==> config.mk <==
export PLATFORM = sky130hd
export DESIGN_NAME = riscuva_intc
export DESIGN_NICKNAME = d
export VERILOG_FILES = /design/src/rtl/riscuva_pkg.sv /design/src/rtl/intc_prio_enc.sv /design/src/rtl/riscuva_intc.sv
export SDC_FILE = /design/constraint.sdc
export NUM_CORES = 1
export LEC_CHECK = 0
export CAP_MARGIN = 0
export CELL_PAD_IN_SITES_DETAIL_PLACEMENT = 0
export CELL_PAD_IN_SITES_GLOBAL_PLACEMENT = 1
export CORE_UTILIZATION = 41
export DETAILED_ROUTE_END_ITERATION = 7
export PLACE_DENSITY = 0.75
export SETUP_SLACK_MARGIN = 0.3
export SLEW_MARGIN = 20
export SYNTH_ARGS = -nofsm -noshare
export SYNTH_HDL_FRONTEND = slang
export SYNTH_SLANG_ARGS = --single-unit
export TNS_END_PERCENT = 20
==> constraint.sdc <==
create_clock -name clk -period 2.4 [get_ports clk]
set_input_delay 0.48 -clock clk [delete_from_list [all_inputs] [get_ports clk]]
set_output_delay 0.48 -clock clk [all_outputs]
set_load 0.01 [all_outputs]
==> src/rtl/riscuva_pkg.sv <==
// Shared types and constants for the RISCuva interrupt controller.
package riscuva_pkg;

  typedef enum logic [1:0] {
    IDLE    = 2'd0,
    REQ     = 2'd1,
    SERVICE = 2'd2
  } intc_state_t;

  localparam int unsigned INTC_IDX_W = 3;

  localparam logic [1:0] INTC_PENDING = 2'd0;
  localparam logic [1:0] INTC_MASK    = 2'd1;
  localparam logic [1:0] INTC_VECTOR  = 2'd2;
  localparam logic [1:0] INTC_MODE    = 2'd3;

  localparam logic [7:0] VEC_NONE = 8'hFF;

endpackage

==> src/rtl/intc_prio_enc.sv <==
// Fixed-priority encoder: reports the lowest set bit index (bit 0 wins).
module intc_prio_enc
  import riscuva_pkg::*;
#(
  parameter int unsigned N = 8
) (
  input  logic [N-1:0]          i_vec,
  output logic                  o_found,
  output logic [INTC_IDX_W-1:0] o_idx
);

  // Scan from the top so the lowest set index is the last one written.
  always_comb begin
    o_found = 1'b0;
    o_idx   = '0;
    for (int i = int'(N) - 1; i >= 0; i--) begin
      if (i_vec[i]) begin
        o_found = 1'b1;
        o_idx   = INTC_IDX_W'(i);
      end
    end
  end

endmodule

==> src/rtl/riscuva_intc.sv <==
// Eight-source fixed-priority interrupt controller driving the RISCuva intReq/intAck pair.
module riscuva_intc
  import riscuva_pkg::*;
#(
  parameter int unsigned N_SRC     = 8,
  parameter logic [7:0]  BASE_ADDR = 8'hF0
) (
  input  logic             clk,
  input  logic             reset,
  input  logic [N_SRC-1:0] irq,
  input  logic [7:0]       portAddress,
  input  logic             portRead,
  input  logic             portWrite,
  input  logic [7:0]       dataOut,
  output logic [7:0]       rdData,
  output logic             intReq,
  input  logic             intAck
);

  logic [N_SRC-1:0]      r_sync1, r_sync2, r_sync3;
  logic [N_SRC-1:0]      r_mask, r_mode, r_pend_edge;
  logic [7:0]            r_vector;
  intc_state_t           r_state;

  logic [7:0]            w_off;
  logic                  w_hit, w_wr, w_rd, w_eoi;
  logic [1:0]            w_reg;
  logic [N_SRC-1:0]      w_wdata, w_w1c, w_rise, w_ack_clr;
  logic [N_SRC-1:0]      w_pending, w_eligible;
  logic                  w_found;
  logic [INTC_IDX_W-1:0] w_win_idx;

  intc_state_t           w_state_nxt;
  logic                  w_req_nxt;
  logic [7:0]            w_vec_nxt;
  logic                  w_ack_take;

  // Port decode: the window wraps with the 8-bit address arithmetic.
  assign w_off   = portAddress - BASE_ADDR;
  assign w_hit   = (w_off < 8'd4);
  assign w_reg   = w_off[1:0];
  assign w_wr    = portWrite & w_hit;
  assign w_rd    = portRead & w_hit;
  assign w_eoi   = w_wr && (w_reg == INTC_VECTOR);
  assign w_wdata = dataOut[N_SRC-1:0];
  assign w_w1c   = (w_wr && (w_reg == INTC_PENDING)) ? w_wdata : '0;

  // Level sources mirror the synchronized input; edge sources use the latched bit.
  assign w_rise     = r_sync2 & ~r_sync3;
  assign w_pending  = (r_mode & r_pend_edge) | (~r_mode & r_sync2);
  assign w_eligible = w_pending & r_mask;
  assign w_ack_clr  = w_ack_take ? (N_SRC'(1) << w_win_idx) : '0;

  intc_prio_enc #(.N(N_SRC)) u_prio (
    .i_vec   (w_eligible),
    .o_found (w_found),
    .o_idx   (w_win_idx)
  );

  always_comb begin
    rdData = 8'h00;
    if (w_rd) begin
      case (w_reg)
        INTC_PENDING: rdData = 8'(w_pending);
        INTC_MASK:    rdData = 8'(r_mask);
        INTC_VECTOR:  rdData = r_vector;
        INTC_MODE:    rdData = 8'(r_mode);
        default:      rdData = 8'h00;
      endcase
    end
  end

  // Request/service sequencing; the winner is re-evaluated on the acknowledge edge.
  always_comb begin
    w_state_nxt = r_state;
    w_req_nxt   = 1'b0;
    w_vec_nxt   = r_vector;
    w_ack_take  = 1'b0;
    case (r_state)
      IDLE: begin
        if (w_found) begin
          w_state_nxt = REQ;
          w_req_nxt   = 1'b1;
        end
      end
      REQ: begin
        if (!w_found) begin
          w_state_nxt = IDLE;
        end else if (intAck) begin
          w_ack_take  = 1'b1;
          w_vec_nxt   = {5'b0, w_win_idx};
          w_state_nxt = SERVICE;
        end else begin
          w_req_nxt = 1'b1;
        end
      end
      SERVICE: begin
        if (w_eoi) begin
          w_vec_nxt   = VEC_NONE;
          w_state_nxt = IDLE;
        end
      end
      default: w_state_nxt = IDLE;
    endcase
  end

  always_ff @(posedge clk) begin
    if (reset) begin
      r_state  <= IDLE;
      intReq   <= 1'b0;
      r_vector <= VEC_NONE;
    end else begin
      r_state  <= w_state_nxt;
      intReq   <= w_req_nxt;
      r_vector <= w_vec_nxt;
    end
  end

  // Synchronizers, config registers and edge-pending bits; a new edge beats a clear.
  always_ff @(posedge clk) begin
    if (reset) begin
      r_sync1     <= '0;
      r_sync2     <= '0;
      r_sync3     <= '0;
      r_mask      <= '0;
      r_mode      <= '0;
      r_pend_edge <= '0;
    end else begin
      r_sync1     <= irq;
      r_sync2     <= r_sync1;
      r_sync3     <= r_sync2;
      r_pend_edge <= r_mode & (w_rise | (r_pend_edge & ~(w_w1c | w_ack_clr)));
      if (w_wr && (w_reg == INTC_MASK)) r_mask <= w_wdata;
      if (w_wr && (w_reg == INTC_MODE)) r_mode <= w_wdata;
    end
  end

endmodule
Word-level counts from Yosys, hierarchy flattened

Index checks and enable logic that the tools add are counted.
W data, S select, Z words.

Output and inout bits: 9
Memory bits (read-only): 0
Input bits: 29
Memories: 0
Register bits after elaboration: 59
Bits in latches: 0
Memory bits (writable): 0

Add/sub/neg operators: 1
Bitwise gates (word level): 14
Multiply operators: 0
Equality and inequality tests: 10
Shift-type cells: 1
Reduce and logical (&&, ||, !) cells: 9
Mux-type cells: 36
$lt $le $gt $ge: 1
Divide/modulo/power cells: 0

Operators by type and width:

| operator              | count |
|---|---|
| $and A8 B8 Y8         | 6 |
| $mux W8               | 6 |
| $pmux W8 S4           | 1 |
| $mux W3               | 8 |
| $not A8 Y8            | 3 |
| $or A8 B8 Y8          | 3 |
| $pmux W8 S2           | 1 |
| $mux W1               | 14 |
| $lt A8 B3 Y1 const B  | 1 |
| $mux W2               | 4 |
| $ne A2 B2 Y1 const B  | 4 |
| $shl A1 B3 Y8 const A | 1 |
| $sub A8 B8 Y8 const B | 1 |
| $eq A2 B2 Y1 const B  | 3 |
| $pmux W2 S3           | 1 |
| $eq A2 B1 Y1 const B  | 2 |
| $logic_and A1 B1 Y1   | 4 |
| $logic_not A2 Y1      | 2 |
| $reduce_and A4 Y1     | 1 |
| $ne A3 B3 Y1 const B  | 1 |
| $reduce_and A3 Y1     | 1 |
| $and A1 B1 Y1         | 2 |
| $pmux W1 S2           | 1 |
| $reduce_bool A2 Y1    | 1 |

Depth between registers and ports, before layout

Word-level depth: 20
Gate-level depth with buffers: 6
Gate-level depth less buffers: 5

Modules after synthesis

From an unflattened synthesis, not the netlist that was laid out.

Cells, all modules: 293
Area, all modules: 2742.6 um^2

By module, submodules not included:

| module        | area each (um^2) | seq. area each (um^2) | times used | cells each |
|---|---|---|---|---|
| riscuva_intc  | 2662.6           | 1101.1                | 1          | 280 |
| intc_prio_enc | 80.1             | 0.0                   | 1          | 13 |

Worst setup path after synthesis

Ideal clock, no wire load.

Path kind: input port to output port
Start point: input port portAddress[0]
End point: output port rdData[3]
Stages on the path: 5
Arrival: 1.841 ns
Path buffers: 3
Setup slack: 0.079 ns
Cells stage by stage: clkbuf_1 buf_1 buf_1 a21oi_1 a211oi_1

Word-level cells in the longest chain between the ends: 4

RTL lines:

| item                                         | RTL line                               | text |
|---|---|---|
| start: declaration                           | riscuva_intc.sv:11                     | `input logic [7:0] portAddress,` |
| $sub A8 B8 Y8 (*)                            | riscuva_intc.sv:39                     | `assign w_off = portAddress - BASE_ADDR;` |
| $lt A8 B3 Y1, or another cell as far along   | riscuva_intc.sv:40                     | `assign w_hit = (w_off < 8'd4);` |
| $and A1 B1 Y1 or $pmux W8 S4 (tied branches) | riscuva_intc.sv:43, riscuva_intc.sv:63 |  |
| $mux W8 (*)                                  | riscuva_intc.sv:62                     | `if (w_rd) begin` |
| end: declaration                             | riscuva_intc.sv:15                     | `output logic [7:0] rdData,` |

Mark *: on every way between the ends. The rest lies on a longest branch, timed or not.

Worst setup path after layout

Start point: register r_mode[1]
End point: output port rdData[1]

Word-level cells in the longest chain between the ends: 5

RTL lines:

| item                     | RTL line            | text |
|---|---|---|
| start: declaration       | riscuva_intc.sv:21  | `logic [N_SRC-1:0] r_mask, r_mode, r_pend_edge;` |
| start signal: assignment | riscuva_intc.sv:134 | `if (w_wr && (w_reg == INTC_MODE)) r_mode <= w_wdata;` |
| $not A8 Y8               | riscuva_intc.sv:50  | `assign w_pending = (r_mode & r_pend_edge) \| (~r_mode & r_sync2);` |
| $and A8 B8 Y8            | riscuva_intc.sv:50  |  |
| $or A8 B8 Y8             | riscuva_intc.sv:50  |  |
| $pmux W8 S4 (*)          | riscuva_intc.sv:63  | `case (w_reg)` |
| $mux W8 (*)              | riscuva_intc.sv:62  |  |

Marked as above.

==> reports/qor.csv <==
metric,value,unit
drtPass1Iterations,4,
synth_edf_count,0,
synth_top_area_share,0.442,
rsz0062_at_grt,yes,
slew_viol_final,0,
final_cell_mix,"52 x dfxtp_1, 30 x nand2_1, 28 x nor2b_1, 28 x buf_4, 23 x clkdlybuf4s50_1",
die_height,79.9,um
num_rows,28,
initial_utilization,0.423,
drive_gt1_frac,0.247,
overflow,0,
antenna_cells,0,
slew_headroom,0.661,
io_pins,38,
antenna_found_initial,0,
cts_sinks,55,
grt_start_max_net_pins,27,
viasPerCell,5.37,
synthDistinctLibCells,49,
synth_area,2490,um^2
p_leak,1.27,nW
slowest_stage,mux4_2,
htreeDepth,2,
hold_path.class,reg2reg,
synthFlopType,dfxtp_1,
syn_inst,265,
layout_commonest_cell,dfxtp_1,
nets,356,
drv_cap,0,
placement.io_buffers,37,
final-instance-count-excl-fill,403,
layout_setup_ws,0.248,ns
hold_viol,0,
start_kind,flop,
drc,0,
worst-path-max-fanout,2,
postSynth.asyncResetShare,0,
clockRootBuffer,clkbuf_8,
dp_cells,391,
path_clk_slew,0.10,ns
vias,2165,
grt_pass1_wl,10.2,mm
ys.warnings.count,0,
fmax,0.465,GHz
worstSetupPathType,reg2out,
place.gp.congestion,0.870,
synth_top_area_cell,dfxtp_1,
finalSetupViolCount,0,
path_buf_inv,1,
run_status,finished clean,
yosys-top-cells-area,"dfxtp_1 44%, nor2b_1 7.5%, mux2i_1 4.8%",
drt_first_iter_violations,231,
finClkSkew,0.00444,ns
fin_crit,2.15,ns
cp-end-kind,primary output,
cellPowerDensity,518,nW/um^2
regArea,1100,um^2
clk_latency,0.31,ns
p_total,0.00170,W
antenna_left,0,
fillCellCount,546,
grtUsageTotal,0.209,
avgRoutedWirePerCell,15.2,um
place_ws,-0.498,ns
grt_pass1_vias,2041,
cts_buffers,5,
tightest_slew,0.509,ns
critPathMaxStageDelay,0.46,ns
wirelength,6.12,mm
die_x,79.9,um
ys_seq_area_frac,0.442,
cts_hold_buf,0,
cp.required,1.92,ns
die_area,6390,um^2
path_delay_family,multiplexers,
clock_path_buffers,2,
worst_hold_slack,0.441,ns
synth_area_per_cell,9.40,um^2
fin_crit_sh,0.897,
syn-num-nets,294,
cts_tree,yes,
core-area,5890,um^2
cp.arrival,1.67,ns
multiInputGateArea,1350,um^2
synthToLayoutAreaGrowth,31.8,%
path_cells,mux2_4 > mux4_2 > nor2b_4 > buf_6,
peakVddDrop,0.000315,V
hpwl,4.53,mm
reg2reg_slack,0.28,ns
yosys_register_bits,55,
[stage by stage]
stage               utilization  area (um^2)  TNS, ns
floorplan                     -         2520        0
global placement          0.531         3120    -3.46
detailed placement        0.531         3120    -3.44
CTS                       0.550         3240        0
global route              0.558         3280        0
finish                    0.558         3280        0
[metal layers]
| layer | vias up | track usage | part of all wire |
|---|---|---|---|
| met1 | 1017 | 0.284 | 0.46 |
| met4 | 0 | 0.0625 | 0.014 |
| li1 | 1071 | - | - |
| met3 | 7 | 0.0320 | 0.066 |
| met5 | - | 0 | 0 |
| met2 | 70 | 0.338 | 0.46 |
[worst paths after layout]
kind	from	endpoint	depth (start not counted)
max	r_mode[1]	rdData[1]	4
min reg2reg	r_sync1[4]	r_sync2[4]	1
max reg2reg	r_mode[2]	r_pend_edge[7]	6
min	r_sync1[4]	r_sync2[4]	1
[where the power goes]
part | switching, W | internal (W) | total (W)
sequential | 0.00000589 | 0.000928 | 0.000934
clock | 0.000306 | 0.000311 | 0.000617
combinational | 0.0000669 | 0.0000816 | 0.000149
total | 0.000378 | 0.00132 | 0.00170
[flip-flops by register name, indices dropped and copies added (netlist names)]
name,cells
intReq,1
r_mask,8
r_mode,8
r_pend_edge,8
r_state,2
r_sync1,8
r_sync2,8
r_sync3,8
r_vector,4
[cell families after synthesis]
group / after synthesis / synth area share
AND/OR/NAND/NOR: 99 / 0.208
multiplexers: 20 / 0.102
flip-flops: 55 / 0.442
AO/OA/AOI/OAI: 66 / 0.210
buffers and inverters: 25 / 0.0382
[cells in the mapped netlist (3+ instances only)]
cell	instances
a32o_1	4
inv_1	13
a211oi_1	13
nand4_1	3
or3_1	4
a21o_1	3
nor2b_1	30
nor2_1	19
a2bb2oi_1	4
a21oi_1	17
dfxtp_1	55
buf_1	3
nand2b_1	3
mux2_4	3
o31ai_1	3
clkbuf_1	8
mux2i_1	12
nand2_1	30
[what timing repair did]
| action | CTS | global route |
|---|---|---|
| buffers inserted | 3 | 1 |
| setup endpoints to repair | 17 | 9 |
| pin swaps | 2 | 0 |
| resized for setup | 49 | 8 |
[cell type report]
cell class / count / share of cell area
Tap cell: 75 / 0.0286
Inverter: 13 / 0.0149
Clock buffer: 5 / 0.0210
Sequential cell: 55 / 0.337
Timing Repair Buffer: 67 / 0.173
Multi-Input combinational cell: 185 / 0.413
Clock inverter: 3 / 0.0133
Note: power is estimated with default switching activity, not from simulation.
